`src/rtl/vending_machine_core.sv`:
```
// Parametrised vending controller: edge-detected coin/button intake, per-product
// prices, timed dispense, coin-by-coin change return and BCD credit display.
module vending_machine_core #(
  parameter int                              NUM_PRODUCTS   = 4,
  parameter int                              PRICE_W        = 8,
  parameter logic [NUM_PRODUCTS*PRICE_W-1:0] PRICES         = {8'd30, 8'd25, 8'd20, 8'd15},
  parameter int                              MAX_CREDIT     = 95,
  parameter int                              DISPENSE_TICKS = 50,
  parameter int                              TIMEOUT_TICKS  = 1000
) (
  input  logic                    clk,
  input  logic                    clr,
  input  logic                    tick_en,
  input  logic [2:0]              coin_in,
  input  logic [NUM_PRODUCTS-1:0] sel,
  input  logic                    cancel,
  output logic [NUM_PRODUCTS-1:0] dispense,
  output logic                    change_nickel,
  output logic                    change_dime,
  output logic                    coin_reject,
  output logic                    price_short,
  output logic [PRICE_W-1:0]      credit,
  output logic [3:0]              disp_dig1,
  output logic [3:0]              disp_dig2,
  output logic [3:0]              disp_dig3,
  output logic [3:0]              disp_dig4,
  output logic                    busy
);

  localparam int IDX_W = (NUM_PRODUCTS > 1) ? $clog2(NUM_PRODUCTS) : 1;
  localparam int TMAX  = (TIMEOUT_TICKS > DISPENSE_TICKS) ? TIMEOUT_TICKS : DISPENSE_TICKS;
  localparam int TIM_W = $clog2(TMAX + 1);
  localparam logic [TIM_W-1:0]   TIMEOUT_T = TIM_W'(TIMEOUT_TICKS);
  localparam logic [TIM_W-1:0]   DISP_T    = TIM_W'(DISPENSE_TICKS);
  localparam logic [PRICE_W:0]   MAX_EXT   = (PRICE_W+1)'(MAX_CREDIT);
  localparam logic [PRICE_W-1:0] C5        = PRICE_W'(5);
  localparam logic [PRICE_W-1:0] C10       = PRICE_W'(10);
  localparam logic [PRICE_W-1:0] C25       = PRICE_W'(25);
  localparam logic [PRICE_W-1:0] C100      = PRICE_W'(100);

  typedef enum logic [1:0] {S_IDLE, S_ACCUM, S_VEND, S_CHANGE} state_t;

  state_t                  state_q, state_d;
  logic [2:0]              coin_s_q, coin_s_d, coin_p_q, coin_p_d;
  logic [NUM_PRODUCTS-1:0] sel_s_q, sel_s_d, sel_p_q, sel_p_d;
  logic                    cancel_s_q, cancel_s_d, cancel_p_q, cancel_p_d;
  logic [PRICE_W-1:0]      credit_q, credit_d;
  logic [TIM_W-1:0]        timer_q, timer_d;
  logic [IDX_W-1:0]        vend_idx_q, vend_idx_d;
  logic [NUM_PRODUCTS-1:0] dispense_q, dispense_d;
  logic                    nickel_q, nickel_d, dime_q, dime_d;
  logic                    reject_q, reject_d, short_q, short_d;
  logic [3:0]              dig1_q, dig1_d, dig2_q, dig2_d, dig3_q, dig3_d, dig4_q, dig4_d;
  logic                    busy_q, busy_d;

  logic [PRICE_W-1:0] price_arr [NUM_PRODUCTS];

  for (genvar gi = 0; gi < NUM_PRODUCTS; gi++) begin : g_price
    assign price_arr[gi] = PRICES[gi*PRICE_W +: PRICE_W];
  end

  logic [2:0]              coin_ev;
  logic [NUM_PRODUCTS-1:0] sel_ev;
  logic                    cancel_ev;
  logic                    coin_one, coin_fit, sel_one, any_ev;
  logic [PRICE_W-1:0]      coin_val, sel_price;
  logic [PRICE_W:0]        coin_sum;
  logic [IDX_W-1:0]        sel_idx;
  logic [TIM_W-1:0]        tim_inc;

  always_comb begin
    coin_ev   = coin_s_q & ~coin_p_q;
    sel_ev    = sel_s_q & ~sel_p_q;
    cancel_ev = cancel_s_q & ~cancel_p_q;
    coin_one  = $onehot(coin_ev);
    sel_one   = $onehot(sel_ev);
    any_ev    = (coin_ev != 3'b000) || (sel_ev != '0) || cancel_ev;
    case (coin_ev)
      3'b001:  coin_val = C5;
      3'b010:  coin_val = C10;
      3'b100:  coin_val = C25;
      default: coin_val = '0;
    endcase
    coin_sum  = {1'b0, credit_q} + {1'b0, coin_val};
    coin_fit  = (coin_sum <= MAX_EXT);
    tim_inc   = timer_q + TIM_W'(1);
    sel_idx   = '0;
    sel_price = '0;
    for (int i = 0; i < NUM_PRODUCTS; i++) begin
      if (sel_ev[i]) begin
        sel_idx   = IDX_W'(i);
        sel_price = price_arr[i];
      end
    end
  end

  always_comb begin
    coin_s_d   = coin_in;
    coin_p_d   = coin_s_q;
    sel_s_d    = sel;
    sel_p_d    = sel_s_q;
    cancel_s_d = cancel;
    cancel_p_d = cancel_s_q;
    state_d    = state_q;
    credit_d   = credit_q;
    timer_d    = timer_q;
    vend_idx_d = vend_idx_q;
    dispense_d = dispense_q;
    nickel_d   = 1'b0;
    dime_d     = 1'b0;
    reject_d   = 1'b0;
    short_d    = 1'b0;

    case (state_q)
      S_IDLE: begin
        if (coin_ev != 3'b000) begin
          if (coin_one && coin_fit) begin
            credit_d = coin_sum[PRICE_W-1:0];
            timer_d  = '0;
            state_d  = S_ACCUM;
          end else begin
            reject_d = 1'b1;
          end
        end
      end
      S_ACCUM: begin
        if (any_ev) begin
          timer_d = '0;
        end else if (tick_en) begin
          timer_d = tim_inc;
        end
        // Priority: cancel, then a one-hot select, then coins; a coin that
        // arrives alongside a taken cancel/select is refused.
        if (cancel_ev) begin
          state_d  = S_CHANGE;
          reject_d = (coin_ev != 3'b000);
        end else if (sel_one && (credit_q >= sel_price)) begin
          state_d    = S_VEND;
          credit_d   = credit_q - sel_price;
          dispense_d = sel_ev;
          vend_idx_d = sel_idx;
          reject_d   = (coin_ev != 3'b000);
        end else begin
          short_d = sel_one;
          if (coin_ev != 3'b000) begin
            if (coin_one && coin_fit) begin
              credit_d = coin_sum[PRICE_W-1:0];
            end else begin
              reject_d = 1'b1;
            end
          end else if (!any_ev && tick_en && (tim_inc == TIMEOUT_T)) begin
            state_d = S_CHANGE;
            timer_d = '0;
          end
        end
      end
      S_VEND: begin
        reject_d = (coin_ev != 3'b000);
        if (tick_en) begin
          if (tim_inc == DISP_T) begin
            dispense_d = '0;
            timer_d    = '0;
            state_d    = (credit_q != '0) ? S_CHANGE : S_IDLE;
          end else begin
            timer_d = tim_inc;
          end
        end
      end
      S_CHANGE: begin
        reject_d = (coin_ev != 3'b000);
        if (tick_en) begin
          if (credit_q >= C10) begin
            dime_d   = 1'b1;
            credit_d = credit_q - C10;
          end else if (credit_q >= C5) begin
            nickel_d = 1'b1;
            credit_d = credit_q - C5;
          end else begin
            credit_d = '0;
            state_d  = S_IDLE;
          end
        end
      end
      default: state_d = S_IDLE;
    endcase

    // Digits follow the registered credit, so they trail it by one cycle.
    dig1_d = 4'(credit_q % C10);
    dig2_d = 4'((credit_q / C10) % C10);
    dig3_d = 4'(credit_q / C100);
    dig4_d = (state_d == S_VEND) ? 4'(vend_idx_d) : 4'hF;
    busy_d = (state_d == S_VEND) || (state_d == S_CHANGE);
  end

  always_ff @(posedge clk or posedge clr) begin
    if (clr) begin
      state_q    <= S_IDLE;
      coin_s_q   <= '0;
      coin_p_q   <= '0;
      sel_s_q    <= '0;
      sel_p_q    <= '0;
      cancel_s_q <= 1'b0;
      cancel_p_q <= 1'b0;
      credit_q   <= '0;
      timer_q    <= '0;
      vend_idx_q <= '0;
      dispense_q <= '0;
      nickel_q   <= 1'b0;
      dime_q     <= 1'b0;
      reject_q   <= 1'b0;
      short_q    <= 1'b0;
      dig1_q     <= 4'h0;
      dig2_q     <= 4'h0;
      dig3_q     <= 4'h0;
      dig4_q     <= 4'hF;
      busy_q     <= 1'b0;
    end else begin
      state_q    <= state_d;
      coin_s_q   <= coin_s_d;
      coin_p_q   <= coin_p_d;
      sel_s_q    <= sel_s_d;
      sel_p_q    <= sel_p_d;
      cancel_s_q <= cancel_s_d;
      cancel_p_q <= cancel_p_d;
      credit_q   <= credit_d;
      timer_q    <= timer_d;
      vend_idx_q <= vend_idx_d;
      dispense_q <= dispense_d;
      nickel_q   <= nickel_d;
      dime_q     <= dime_d;
      reject_q   <= reject_d;
      short_q    <= short_d;
      dig1_q     <= dig1_d;
      dig2_q     <= dig2_d;
      dig3_q     <= dig3_d;
      dig4_q     <= dig4_d;
      busy_q     <= busy_d;
    end
  end

  assign dispense      = dispense_q;
  assign change_nickel = nickel_q;
  assign change_dime   = dime_q;
  assign coin_reject   = reject_q;
  assign price_short   = short_q;
  assign credit        = credit_q;
  assign disp_dig1     = dig1_q;
  assign disp_dig2     = dig2_q;
  assign disp_dig3     = dig3_q;
  assign disp_dig4     = dig4_q;
  assign busy          = busy_q;

endmodule

```
`config.mk`:
```
export PLATFORM = sky130hd
export DESIGN_NAME = vending_machine_core
export DESIGN_NICKNAME = d
export VERILOG_FILES = /design/src/rtl/vending_machine_core.sv
export SDC_FILE = /design/constraint.sdc
export NUM_CORES = 1
export LEC_CHECK = 0
export CAP_MARGIN = 40
export CORE_MARGIN = 2
export CORE_UTILIZATION = 40
export DETAILED_ROUTE_END_ITERATION = 6
export PLACE_DENSITY = 0.67
export SETUP_SLACK_MARGIN = 0.3
export SYNTH_ARGS = -nofsm -noshare
export SYNTH_HDL_FRONTEND = slang
export SYNTH_SLANG_ARGS = --single-unit
```
`constraint.sdc`:
```
create_clock -name clk -period 4.05 [get_ports clk]
set_clock_uncertainty 0.05 [all_clocks]
set_input_delay 0.6075 -clock clk [delete_from_list [all_inputs] [get_ports clk]]
set_output_delay 0.6075 -clock clk [all_outputs]
set_load 0.005 [all_outputs]
```
# Yosys cells after proc, flatten, opt, wreduce, memory -nomap -nowiden
# Cells that the tools add are included.
# classes
n_addsub	10
div	4
order_cmp	4
n_eq_ne	19
mux	64
n_bitwise	6
n_reduce_logical	19
# op_table
op	count
10-bit 2-to-1 mux	10
8-bit 2-to-1 mux	10
2-bit 2-to-1 mux	17
10-bit one-hot mux with 3 select lines	1
4-bit 2-to-1 mux	6
8-bit one-hot mux with 3 select lines	1
8-bit by 4-bit remainder unit with 8-bit output (second input constant)	2
1-bit 2-to-1 mux	15
5-bit one-hot mux with 3 select lines	1
2-bit inequality test (second input constant)	7
10-bit by 1-bit adder with 10-bit output (second input constant)	1
10-bit == test (second input constant)	1
10-bit by 6-bit == test with 1-bit output (second input constant)	1
8-bit by 8-bit adder with 9-bit output	1
9-bit by 7-bit less-or-equal comparator with 1-bit output (second input constant)	1
3-bit nonzero test	3
8-bit by 4-bit divider with 8-bit output (second input constant)	1
8-bit by 7-bit divider with 8-bit output (second input constant)	1
2-bit == test (second input constant)	4
8-bit by 3-bit greater-or-equal comparator with 1-bit output (second input constant)	1
8-bit by 4-bit greater-or-equal comparator with 1-bit output (second input constant)	1
8-bit greater-or-equal comparator	1
2-bit one-hot mux with 4 select lines	1
4-bit one-hot mux with 2 select lines	1
other kinds (28)	37
# word_totals
register_bits	63
inputBits	11
output_inout_bits	33

# Depth between registers and ports, before layout
# Gate-level depths: netlist of the first run.
# logic_depth
depth_word	15
mapped_depth	19
mapped_depth_nobuf	18

# Worst setup path after synthesis of the first run
# OpenSTA, ideal clock, no wires.
# synth_path
kind	register to register
startpoint	register credit_q[1], in the netlist credit[1]
endpoint	register dig2_q[3], in the netlist disp_dig2[3]
arrival_ps	4379
setup_slack_ps	-459
path_stages_with_launch	19
synth_period_minus_slack_ps	4509
path_cell_list	dfrtp_1 -> clkinv_1 -> ha_1 -> nand2b_2 -> buf_6 -> or3_4 -> o31ai_2 -> nor3_2 -> or3_1 -> buf_2 -> o211a_2 -> nor3_4 -> o211ai_1 -> o31ai_2 -> a21o_1 -> o21ai_0 -> ha_1 -> or3_1 -> mux2i_1
# synth_between
elab_chain_len	2
# synth_lines
element	line_no	source
from (decl)	47	logic [PRICE_W-1:0] credit_q, credit_d;
from (signal assigned)	225	credit_q <= credit_d;
8-bit by 4-bit divider with 8-bit output	189	dig2_d = 4'((credit_q / C10) % C10);
8-bit by 4-bit remainder unit with 8-bit output	189	
net dig2_d[3]	53	logic [3:0] dig1_q, dig1_d, dig2_q, dig2_d, dig3_q, dig3_d, dig4_q, dig4_d;
to (signal assigned)	234	dig2_q <= dig2_d;
to (decl)	53	
# The timed path passes the listed nets, and every way through them passes these cells.
# A chain may end at the register's enable or synchronous reset.

# Final worst setup path of the first run
# layout_path
startpoint	register credit_q[7], in the netlist credit[7]
endpoint	register dig2_q[3], in the netlist disp_dig2[3]
# Same word-level chain as after synthesis.

==> flow_summary.yaml, run 1 <==
yosys:
  syn-instance-count: 639
  synth_largest_type_area_fraction_pct: 27.09
  postSynthAreaPerCell_sq_um: 8.240
  synth.top_cells.by_area: "sky130_fd_sc_hd__dfrtp_1, sky130_fd_sc_hd__ha_1, sky130_fd_sc_hd__a21oi_1"
  synth-async-reset-ratio_pct: 100.0
  dominantRegCellSynth: "sky130_fd_sc_hd__dfrtp_1"
  synth.ff_latch_count: 60
  yosys_warnings: 0
  synth_enable_flop_cells: 0
  syn_area_sq_mm: 0.005265
  synthDominantAreaCellType: "sky130_fd_sc_hd__dfrtp_1"
  post_synth_num_cell_types: 84
  ys_seq_area_share_pct: 28.59
timing:
  relSlewSlack_pct: 47.85
  rsz0062_at_grt: "yes"
  fin_tns_setup_ps: 0
  setup_viol_count_final: 0
  worstMarginPinSlew_ps: 782.2
  fin_hold_ws_ps: 321.2
  timing_max_transition_violations_final: 0
  timing.final.crit_period_ps: 3689
  final.period_utilization_pct: 91.08
  achievable-frequency_mhz: 271.1
  report.final.hold_viol_count: 0
critical_path:
  crit_path_category: "flop to flop"
  critical_path_arrival_ps: 3910
  startpoint_type: "flop"
  timing.critical_path.cells: "or2_2 -> a21boi_2 -> o31ai_4 -> nor3_2 -> or3_4 -> o211a_4 -> nor3_4 -> o211ai_1 -> o31ai_2 -> a21o_1 -> o21ai_2 -> ha_2 -> or3_1 -> mux2i_1"
  cp_data_required_time_ps: 4270
  endpoint_kind: "flop"
  critical_path.max_stage_delay_ps: 510
  timing.critical_path.fanout_max: 15
  slowest_stage: "sky130_fd_sc_hd__dfrtp_2"
pwr:
  p_leak_nw: 2.924
  power.total_mw: 6.110
  power.share.sequential_pct: 15.2
  switching_power_mw: 2.783
  combinationalPowerShare_pct: 71.0
  power.switching_fraction_pct: 45.56
  clockPowerShare_pct: 13.9
  power_report.internal_total_mw: 3.326
  vdd_ir_drop_max_mv: 0.3601
  power.density_mw_per_mm2: 868.2
clocking:
  cts_made_buffers: 9
  cts.reportedPaths.clkPinSlew_ps: 60
  number_of_h_tree_levels: 3
  clk_root_buf: "sky130_fd_sc_hd__clkbuf_16"
  insertion_delay_to_the_later_sink_of_the_worst_skew_pair_ps: 350
  tritoncts_clock_tree: "yes"
  clockBufferDepth: 2
  clock_sink_count: 60
  cts_hold_repair_buffers: 0
job:
  cap_violations: 0
die:
  initial_core_util_pct: 41.38
  floorplan.io_pins: 44
  die_w_microns: 118.7
  fp.coreArea_sq_mm: 0.01272
  area_of_the_die_sq_mm: 0.01410
  std_cell_rows: 41
  die_height_microns: 118.7
cells_and_area:
  final_common_cell: "sky130_fd_sc_hd__buf_4"
  layout_common_cells: "sky130_fd_sc_hd__buf_4, sky130_fd_sc_hd__nor2_1, sky130_fd_sc_hd__dfrtp_1"
  drive_gt1_share_pct: 24.79
  n_antenna_cell: 0
  design.final.nets: 775
  signed_area_change_from_the_synthesized_netlist_to_the_final_layout_pct: 33.65
  design_area_sq_mm: 0.007037
route:
  wl_mm: 15.75
  dr.pass1.iters: 5
  route.detailed.drc: 0
  vias: 5403
  average_detailed_routed_wire_length_per_instance_microns: 17.46
  postRouteAntennaNets: 0
  drt-initial-drc-count: 505
  detail_route.vias_per_cell: 5.990
placed_design:
  finalWeightedCongestion: 0.8768
  placedInstanceArea_sq_mm: 0.006111
  detailedPlacementHpwl_mm: 11.14
  io_buffers: 41
global_route:
  grt_use_total_pct: 21.87
  grt_first_pass_wirelength_mm: 25.25
  grt_overflow_total: 0
  largest_net_degree_at_the_start_of_global_routing: 29
  grt_antenna_before_repair: 0
  number_of_global_route_vias_before_repair: 5243
hold_path:
  holdCritPathClass: "flop to flop"
outcome:
  outcome: "complete, no violations"
[Yosys cell counts, drive strengths merged (11+ instances only)]
| master | count |
|---|---|
| dfrtp | 57 |
| inv | 39 |
| nand2 | 42 |
| clkbuf | 20 |
| o21ai | 49 |
| buf | 18 |
| and3 | 12 |
| nor2 | 52 |
| a21oi | 44 |
| nand3 | 15 |
| nor2b | 12 |
| ha | 35 |
| nand2b | 15 |
| nor3 | 20 |
| xnor2 | 11 |
[timing repair]
action | 4_1_cts | 5_1_grt
buffers inserted | 10 | 22
pin swaps | 4 | 27
gates cloned | 0 | 0
endpoints found under the setup margin | 15 | 30
endpoints found under the hold margin | 0 | 0
resized for setup | 27 | 55
[critical path: cells and delay by family, from the launching register on]
| kind | cells | cell delay [ps] |
|---|---|---|
| simple gates | 5 | 1320 |
| compound gates | 7 | 1390 |
| mux | 1 | 140 |
| fa+ha+maj | 1 | 190 |
| flops | 1 | 510 |
[metrics by stage]
| stage | setup slack (ps) | std cells | utilization, % |
|---|---|---|---|
| final | 361.3 | 902 | 55.31 |
| after floorplan | 219.0 | 640 | - |
| after detailed placement | 38.53 | 854 | 48.03 |
| after global routing | 206.6 | 902 | 55.31 |
| after global placement | 154.9 | 853 | 47.88 |
| after CTS | 312.9 | 880 | 51.97 |
[flip-flops by register name, indices dropped and copies added, names as in the netlist, 3 cells and up]
signal / cells
coin_p_d: 3
coin_p_q: 3
credit: 8
disp_dig1: 4
disp_dig2: 4
disp_dig4: 3
dispense: 4
sel_p_d: 4
sel_p_q: 4
timer_q: 10
[area by class of cell]
type	instances	area [sq um]
Clock inverter	6	87.58
Timing Repair Buffer	112	959.7
Clock buffer	10	239.0
Inverter	41	166.4
Tap cell	172	215.2
Fill cell	1187	5685
Multi-Input combinational cell	501	3856
Sequential cell	60	1513
[cell families after synthesis]
| logic type | after synthesis | share of synthesized area [%] |
|---|---|---|
| other cells | 1 | 0.07122 |
| compound gates | 213 | 27.90 |
| buf+inv | 79 | 6.535 |
| flops | 60 | 28.59 |
| simple gates | 221 | 22.48 |
| fa+ha+maj | 39 | 9.838 |
| mux | 8 | 1.592 |
| xor+xnor | 18 | 2.994 |
[worst paths after layout]
| kind | start | to | slack [ps] | cells past startpoint |
|---|---|---|---|---|
| min reg2reg | sel_p_d[3]$_DFF_PP0_ | sel_p_q[3]$_DFF_PP0_ | 320 | 0 |
| min | sel_p_d[3]$_DFF_PP0_ | sel_p_q[3]$_DFF_PP0_ | 320 | 0 |
| max reg2reg | credit[7]$_DFFE_PP0P_ | disp_dig2[3]$_DFF_PP0_ | 360 | 14 |
| max in group asynchronous | clr | timer_q[7]$_DFFE_PP0P_ | 2880 | 3 |
| max | credit[7]$_DFFE_PP0P_ | disp_dig2[3]$_DFF_PP0_ | 360 | 14 |
| min in group asynchronous | clr | dispense[1]$_DFFE_PP0P_ | 500 | 2 |
[power groups by stage]
stage	registers [mW]	logic, mW	clock network (mW)
after floorplan	0.906	2.62	0
after global routing	0.947	4.68	0.881
after detailed placement	0.930	3.62	0
final	0.927	4.34	0.848
after CTS	0.927	3.82	0.855
after global placement	0.923	3.51	0
[layer usage]
layer  track usage, %  part of all wire (%)  up-vias
li1                 -                     -     2529
met1            26.58                    41     2608
met2            38.43                    50      219
met3            2.944                   5.2       47
met4            9.524                   3.5        0
met5                0                     0        -
No activity file was read; power rests on OpenSTA's default activity.
==> run 2: changes to the inputs <==
Settings changed: CORE_UTILIZATION 40 to 35, PLACE_DENSITY 0.67 to 0.61.
==> run 2 against run 1 <==
  * Hold slack got worse by 2.7 ps
  * Flip-flop and latch count unchanged
  * Combinational power decreased by 1%
  * Register-to-register slack got worse by 30 ps
  * Critical path type unchanged
  * Largest cell class unchanged
  * Highest routed layer unchanged
==> flow_summary.yaml, run 2 (synthesis results as in run 1) <==
outcome:
  outcome: "complete, no violations"
placed_design:
  detailedPlacementHpwl_mm: 11.15
  io_buffers: 41
  placedInstanceArea_sq_mm: 0.006118
  finalWeightedCongestion: 0.9330
clocking:
  cts_made_buffers: 9
  number_of_h_tree_levels: 3
  clk_root_buf: "sky130_fd_sc_hd__clkbuf_16"
  cts_hold_repair_buffers: 0
  tritoncts_clock_tree: "yes"
  clock_sink_count: 60
  insertion_delay_to_the_later_sink_of_the_worst_skew_pair_ps: 340
  cts.reportedPaths.clkPinSlew_ps: 60
  clockBufferDepth: 2
cells_and_area:
  layout_common_cells: "sky130_fd_sc_hd__buf_4, sky130_fd_sc_hd__dfrtp_1, sky130_fd_sc_hd__nor2_1"
  final_common_cell: "sky130_fd_sc_hd__buf_4"
  n_antenna_cell: 0
  finish.utilization_pct: 47.56
  largest_register_by_flop_count: "timer_q"
  signed_area_change_from_the_synthesized_netlist_to_the_final_layout_pct: 31.77
  largest_register_ffs: 10
  multi_input_comb_area_sq_mm: 0.003822
  design_area_sq_mm: 0.006938
  drive_gt1_share_pct: 22.66
  register_area_sq_mm: 0.001511
  fillerInstances: 1373
  design.final.nets: 760
timing:
  final.period_utilization_pct: 91.76
  timing.final.crit_period_ps: 3716
  achievable-frequency_mhz: 269.1
  relSlewSlack_pct: 51.63
  setup_viol_count_final: 0
  fin_tns_setup_ps: 0
  worstMarginPinSlew_ps: 725.6
  report.final.hold_viol_count: 0
  timing_max_transition_violations_final: 0
  rsz0062_at_grt: "yes"
die:
  floorplan.io_pins: 44
  fp.coreArea_sq_mm: 0.01459
  area_of_the_die_sq_mm: 0.01604
  die_height_microns: 126.7
  std_cell_rows: 44
  initial_core_util_pct: 36.09
  die_w_microns: 126.7
critical_path:
  timing.critical_path.cells: "inv_8 -> ha_4 -> nor2b_1 -> buf_4 -> o21ai_1 -> a221oi_2 -> buf_4 -> or4_1 -> a21oi_2 -> and3b_2 -> o211ai_1 -> o31ai_2 -> a21o_1 -> o21ai_2 -> ha_4 -> or3_1 -> mux2i_1"
  crit_path_category: "flop to flop"
  critical_path_arrival_ps: 3930
  cp_data_required_time_ps: 4260
  startpoint_type: "flop"
  slowest_stage: "sky130_fd_sc_hd__dfrtp_2"
  rr_startpoint: "credit[2]$_DFFE_PP0P_"
  endpoint_kind: "flop"
  timing.critical_path.fanout_max: 9
  critical_path.max_stage_delay_ps: 450
  cp-startpoint: "credit[2]$_DFFE_PP0P_"
global_route:
  grt_overflow_total: 0
  grt_use_total_pct: 18.97
  number_of_global_route_vias_before_repair: 4960
  grt_first_pass_wirelength_mm: 24.78
  grt_antenna_before_repair: 0
  largest_net_degree_at_the_start_of_global_routing: 27
job:
  cap_violations: 0
pwr:
  p_leak_nw: 2.866
  vdd_ir_drop_max_mv: 0.3495
  power.density_mw_per_mm2: 873.0
route:
  route.detailed.drc: 0
  vias: 5261
  detail_route.vias_per_cell: 5.852
  wl_mm: 15.55
  drt-initial-drc-count: 490
  postRouteAntennaNets: 0
  dr.pass1.iters: 5
  average_detailed_routed_wire_length_per_instance_microns: 17.30
hold_path:
  holdCritPathClass: "flop to flop"
  hold_start: "sel_p_d[1]$_DFF_PP0_"
==> run 2: cell count changes in the layout (fill, tap and decap cells not counted), sizes merged <==
cell	before	now
clkinvlp	3	2
clkbuf	10	11
buf	71	56
==> run 2: path summary, 6_finish.rpt <==
check,endpoint,slack [ps],cells after the start
worst max register to register,disp_dig2[3]$_DFF_PP0_,330,17
min in group asynchronous,sel_p_q[1]$_DFF_PP0_,530,2
worst min register to register,sel_p_q[1]$_DFF_PP0_,320,0
max in group asynchronous,coin_p_q[2]$_DFF_PP0_,2800,3
worst min-delay path,sel_p_q[1]$_DFF_PP0_,320,0
worst max-delay path,disp_dig2[3]$_DFF_PP0_,330,17
==> run 2: stage by stage <==
step | worst slack (ps) | cells | total power [mW] | hold slack (ps)
after floorplan | 219.0 | 640 | 3.527 | 296.5
after global placement | 92.14 | 863 | 4.485 | 308.3
after detailed placement | -4.834 | 864 | 4.531 | 303.5
after CTS | 287.3 | 886 | 5.570 | 316.2
after global routing | 156.9 | 899 | 6.508 | 331.8
final | 333.9 | 899 | 6.057 | 318.5
==> run 2: layout make-up <==
class,instances,share of cell area (%)
clock buffers,11,3.643
multi-input cells,501,55.09
repair buffers,97,12.55
clock inverters,5,1.208
flip-flops and latches,60,21.79
inverters,41,2.399
well taps,184,3.318
==> run 2: layer usage <==
metal | part of all wire, % | wire length [microns] | global-route usage (%)
met3 | 4.3 | 670 | 3.374
met4 | 2.8 | 432 | 8.791
met1 | 44 | 6886 | 24.56
met2 | 49 | 7561 | 30.86
met5 | 0 | 0 | 0
==> run 2: where the power goes <==
group          total [mW]  internal [mW]  switching (mW)  leakage, nW
combinational        4.28           1.93            2.34         1.97
clock               0.867          0.573           0.294        0.158
sequential          0.914          0.779           0.135        0.736
total                6.06           3.28            2.77         2.87
==> run 2: critical path: cells and delay by family, from the launching register on <==
kind / cells / cell delay, ps
buf+inv: 3 / 490
mux: 1 / 150
flops: 1 / 450
compound gates: 7 / 1340
simple gates: 4 / 820
fa+ha+maj: 2 / 340
==> run 2: timing repair <==
item                                    4_1_cts  5_1_grt
pin swaps                                     2       20
setup buffers                                 6       13
resized for setup                            19       58
endpoints found under the setup margin       15       29
==> run 3: changes to the inputs <==
Settings changed: CORE_UTILIZATION 35 to 49, PLACE_DENSITY 0.61 to 0.75.
Clock period 4.05 ns to 4.41 ns, I/O delays scaled along.
==> run 3 against run 2 <==
  * Hold slack gained 5.1 ps
  * Non-clock buffer count decreased by 21
  * Sequential power shrank 7.2%
  * Largest cell class unchanged
  * Sequential share of layout area is 2.0 points higher
  * Global-route usage up 6.9 points
  * Critical path depth fell by 1
  * Combinational power down 18%
  * Utilization rose by 14 points
==> flow_summary.yaml, run 3 (synthesis results as in run 1) <==
outcome:
  outcome: "complete, no violations"
timing:
  achievable-frequency_mhz: 252.7
  setup_viol_count_final: 0
  rsz0062_at_grt: "yes"
  fin_tns_setup_ps: 0
  final.period_utilization_pct: 89.74
  timing_max_transition_violations_final: 0
  worstMarginPinSlew_ps: 871.7
  fin_hold_ws_ps: 323.6
  report.final.hold_viol_count: 0
  relSlewSlack_pct: 40.38
  final.setup.worst_slack_ps: 452.4
  timing.final.crit_period_ps: 3958
clocking:
  tritoncts_clock_tree: "yes"
  clockBufferDepth: 2
  number_of_h_tree_levels: 3
  cts_made_buffers: 9
  clk_root_buf: "sky130_fd_sc_hd__clkbuf_8"
  clock_sink_count: 60
  insertion_delay_to_the_later_sink_of_the_worst_skew_pair_ps: 360
  cts.reportedPaths.clkPinSlew_ps: 80
critical_path:
  critical_path.most_common_cell: "sky130_fd_sc_hd__mux2i_1"
  slowest_stage: "sky130_fd_sc_hd__dfrtp_2"
  cp_data_required_time_ps: 4650
  timing.critical_path.fanout_max: 13
  cpLargestDelayFamily: "compound AO/OA/AOI/OAI gates"
  endpoint_kind: "flop"
  startpoint_type: "flop"
  critical_path_arrival_ps: 4200
  critical_path.n_buffers_inverters: 1
  crit_path_category: "flop to flop"
  timing.critical_path.cells: "clkinv_4 -> ha_2 -> nand2b_4 -> a21boi_1 -> o211ai_2 -> mux2i_1 -> nor2_1 -> mux2_2 -> and3b_1 -> o211ai_1 -> o31ai_4 -> a21o_1 -> o21ai_0 -> ha_1 -> or3_1 -> mux2i_1"
  critical_path.max_stage_delay_ps: 390
placed_design:
  pre_cts_ws_ps: 77.08
  cell_count_post_placement: 806
  io_buffers: 41
  detailedPlacementHpwl_mm: 10.51
  finalWeightedCongestion: 0.9465
route:
  met1_wire_length_mm: 6.232
  dr_wl_met3_microns: 708
  detail_route.vias_per_cell: 6.220
  wl_mm: 14.69
  top_layer_used: "met4"
  drt-initial-drc-count: 374
  wl_met2_mm: 7.219
  average_detailed_routed_wire_length_per_instance_microns: 17.68
  vias: 5169
  route.detailed.drc: 0
  postRouteAntennaNets: 0
  dr.pass1.iters: 5
cells_and_area:
  signed_area_change_from_the_synthesized_netlist_to_the_final_layout_pct: 20.79
  largest_register_by_flop_count: "timer_q"
  multi_input_comb_area_sq_mm: 0.003596
  n_antenna_cell: 0
  design.final.nets: 740
  final_cells: 831
  largest_register_ffs: 10
  layout_common_cells: "sky130_fd_sc_hd__dfrtp_1, sky130_fd_sc_hd__nor2_1, sky130_fd_sc_hd__o21ai_0"
  fillerInstances: 898
  final_common_cell: "sky130_fd_sc_hd__dfrtp_1"
  register_area_sq_mm: 0.001510
  drive_gt1_share_pct: 15.11
die:
  floorplan.io_pins: 44
  std_cell_rows: 37
  die_height_microns: 107.7
  area_of_the_die_sq_mm: 0.01159
  die_w_microns: 107.7
  initial_core_util_pct: 50.77
  fp.coreArea_sq_mm: 0.01037
global_route:
  grt_use_total_pct: 25.91
  grt_first_pass_wirelength_mm: 23.95
  grt_antenna_before_repair: 0
  number_of_global_route_vias_before_repair: 4973
  largest_net_degree_at_the_start_of_global_routing: 33
  grt_overflow_total: 0
hold_path:
  holdCritPathClass: "flop to flop"
job:
  cap_violations: 0
pwr:
  p_leak_nw: 2.681
  power.density_mw_per_mm2: 782.2
  power.total_mw: 4.975
  vdd_ir_drop_max_mv: 0.4217
-- run 3: layout make-up --
cell class / count / area share [%]
Timing Repair Buffer: 76 / 10.58
Tap cell: 136 / 2.676
Inverter: 41 / 2.558
Clock buffer: 9 / 1.948
Multi-Input combinational cell: 502 / 56.54
Clock inverter: 7 / 1.948
Sequential cell: 60 / 23.75
-- run 3: final timing paths --
check,start,endpoint,slack (ps),cells after the start
min in group asynchronous,clr,dispense[1]$_DFFE_PP0P_,660,2
max,credit[1]$_DFFE_PP0P_,disp_dig2[3]$_DFF_PP0_,450,16
max reg2reg,credit[1]$_DFFE_PP0P_,disp_dig2[3]$_DFF_PP0_,450,16
min reg2reg,coin_p_d[2]$_DFF_PP0_,coin_p_q[2]$_DFF_PP0_,320,0
min,coin_p_d[2]$_DFF_PP0_,coin_p_q[2]$_DFF_PP0_,320,0
max in group asynchronous,clr,credit[7]$_DFFE_PP0P_,2800,3
-- run 3: where the power goes --
| part | total [mW] | internal, mW | leakage, nW | switching, mW |
|---|---|---|---|---|
| registers | 0.848 | 0.713 | 0.736 | 0.135 |
| clock network | 0.628 | 0.379 | 0.120 | 0.250 |
| logic | 3.50 | 1.51 | 1.82 | 1.99 |
-- run 3: worst register-to-register path: cells and delay by family, from the launching register on --
| family | cells | cell delay (ps) |
|---|---|---|
| muxes | 3 | 760 |
| AOI/OAI and AO/OA | 6 | 1160 |
| adders and majority gates | 2 | 450 |
| DFF | 1 | 390 |
| and+or+nand+nor | 4 | 930 |
| buffers and inverters | 1 | 140 |
-- run 3: per-stage QoR --
| stage | cell area, sq um | utilization [%] |
|---|---|---|
| 6_report | 6360 | 61.33 |
| 5_1_grt | 6360 | 61.33 |
| 4_1_cts | 6148 | 59.29 |
| 3_5_place_dp | 5877 | 56.67 |
| 3_3_place_gp | 5877 | 56.67 |
| 2_1_floorplan | 5294 | - |
-- run 3: routing by layer --
| layer | track usage (%) | vias to the layer above |
|---|---|---|
| met5 | 0 | - |
| met4 | 12.18 | 0 |
| met3 | 3.632 | 46 |
| met2 | 44.56 | 212 |
| met1 | 31.92 | 2453 |
| li1 | - | 2458 |
-- run 3: timing repair --
| action | in CTS | in global routing |
|---|---|---|
| gates cloned | 0 | 1 |
| setup endpoints to repair | 4 | 21 |
| endpoints found under the hold margin | 0 | 0 |
| hold buffers | 0 | 0 |
| pin swaps | 1 | 5 |
| resized for setup | 6 | 32 |
| setup buffers | 1 | 7 |
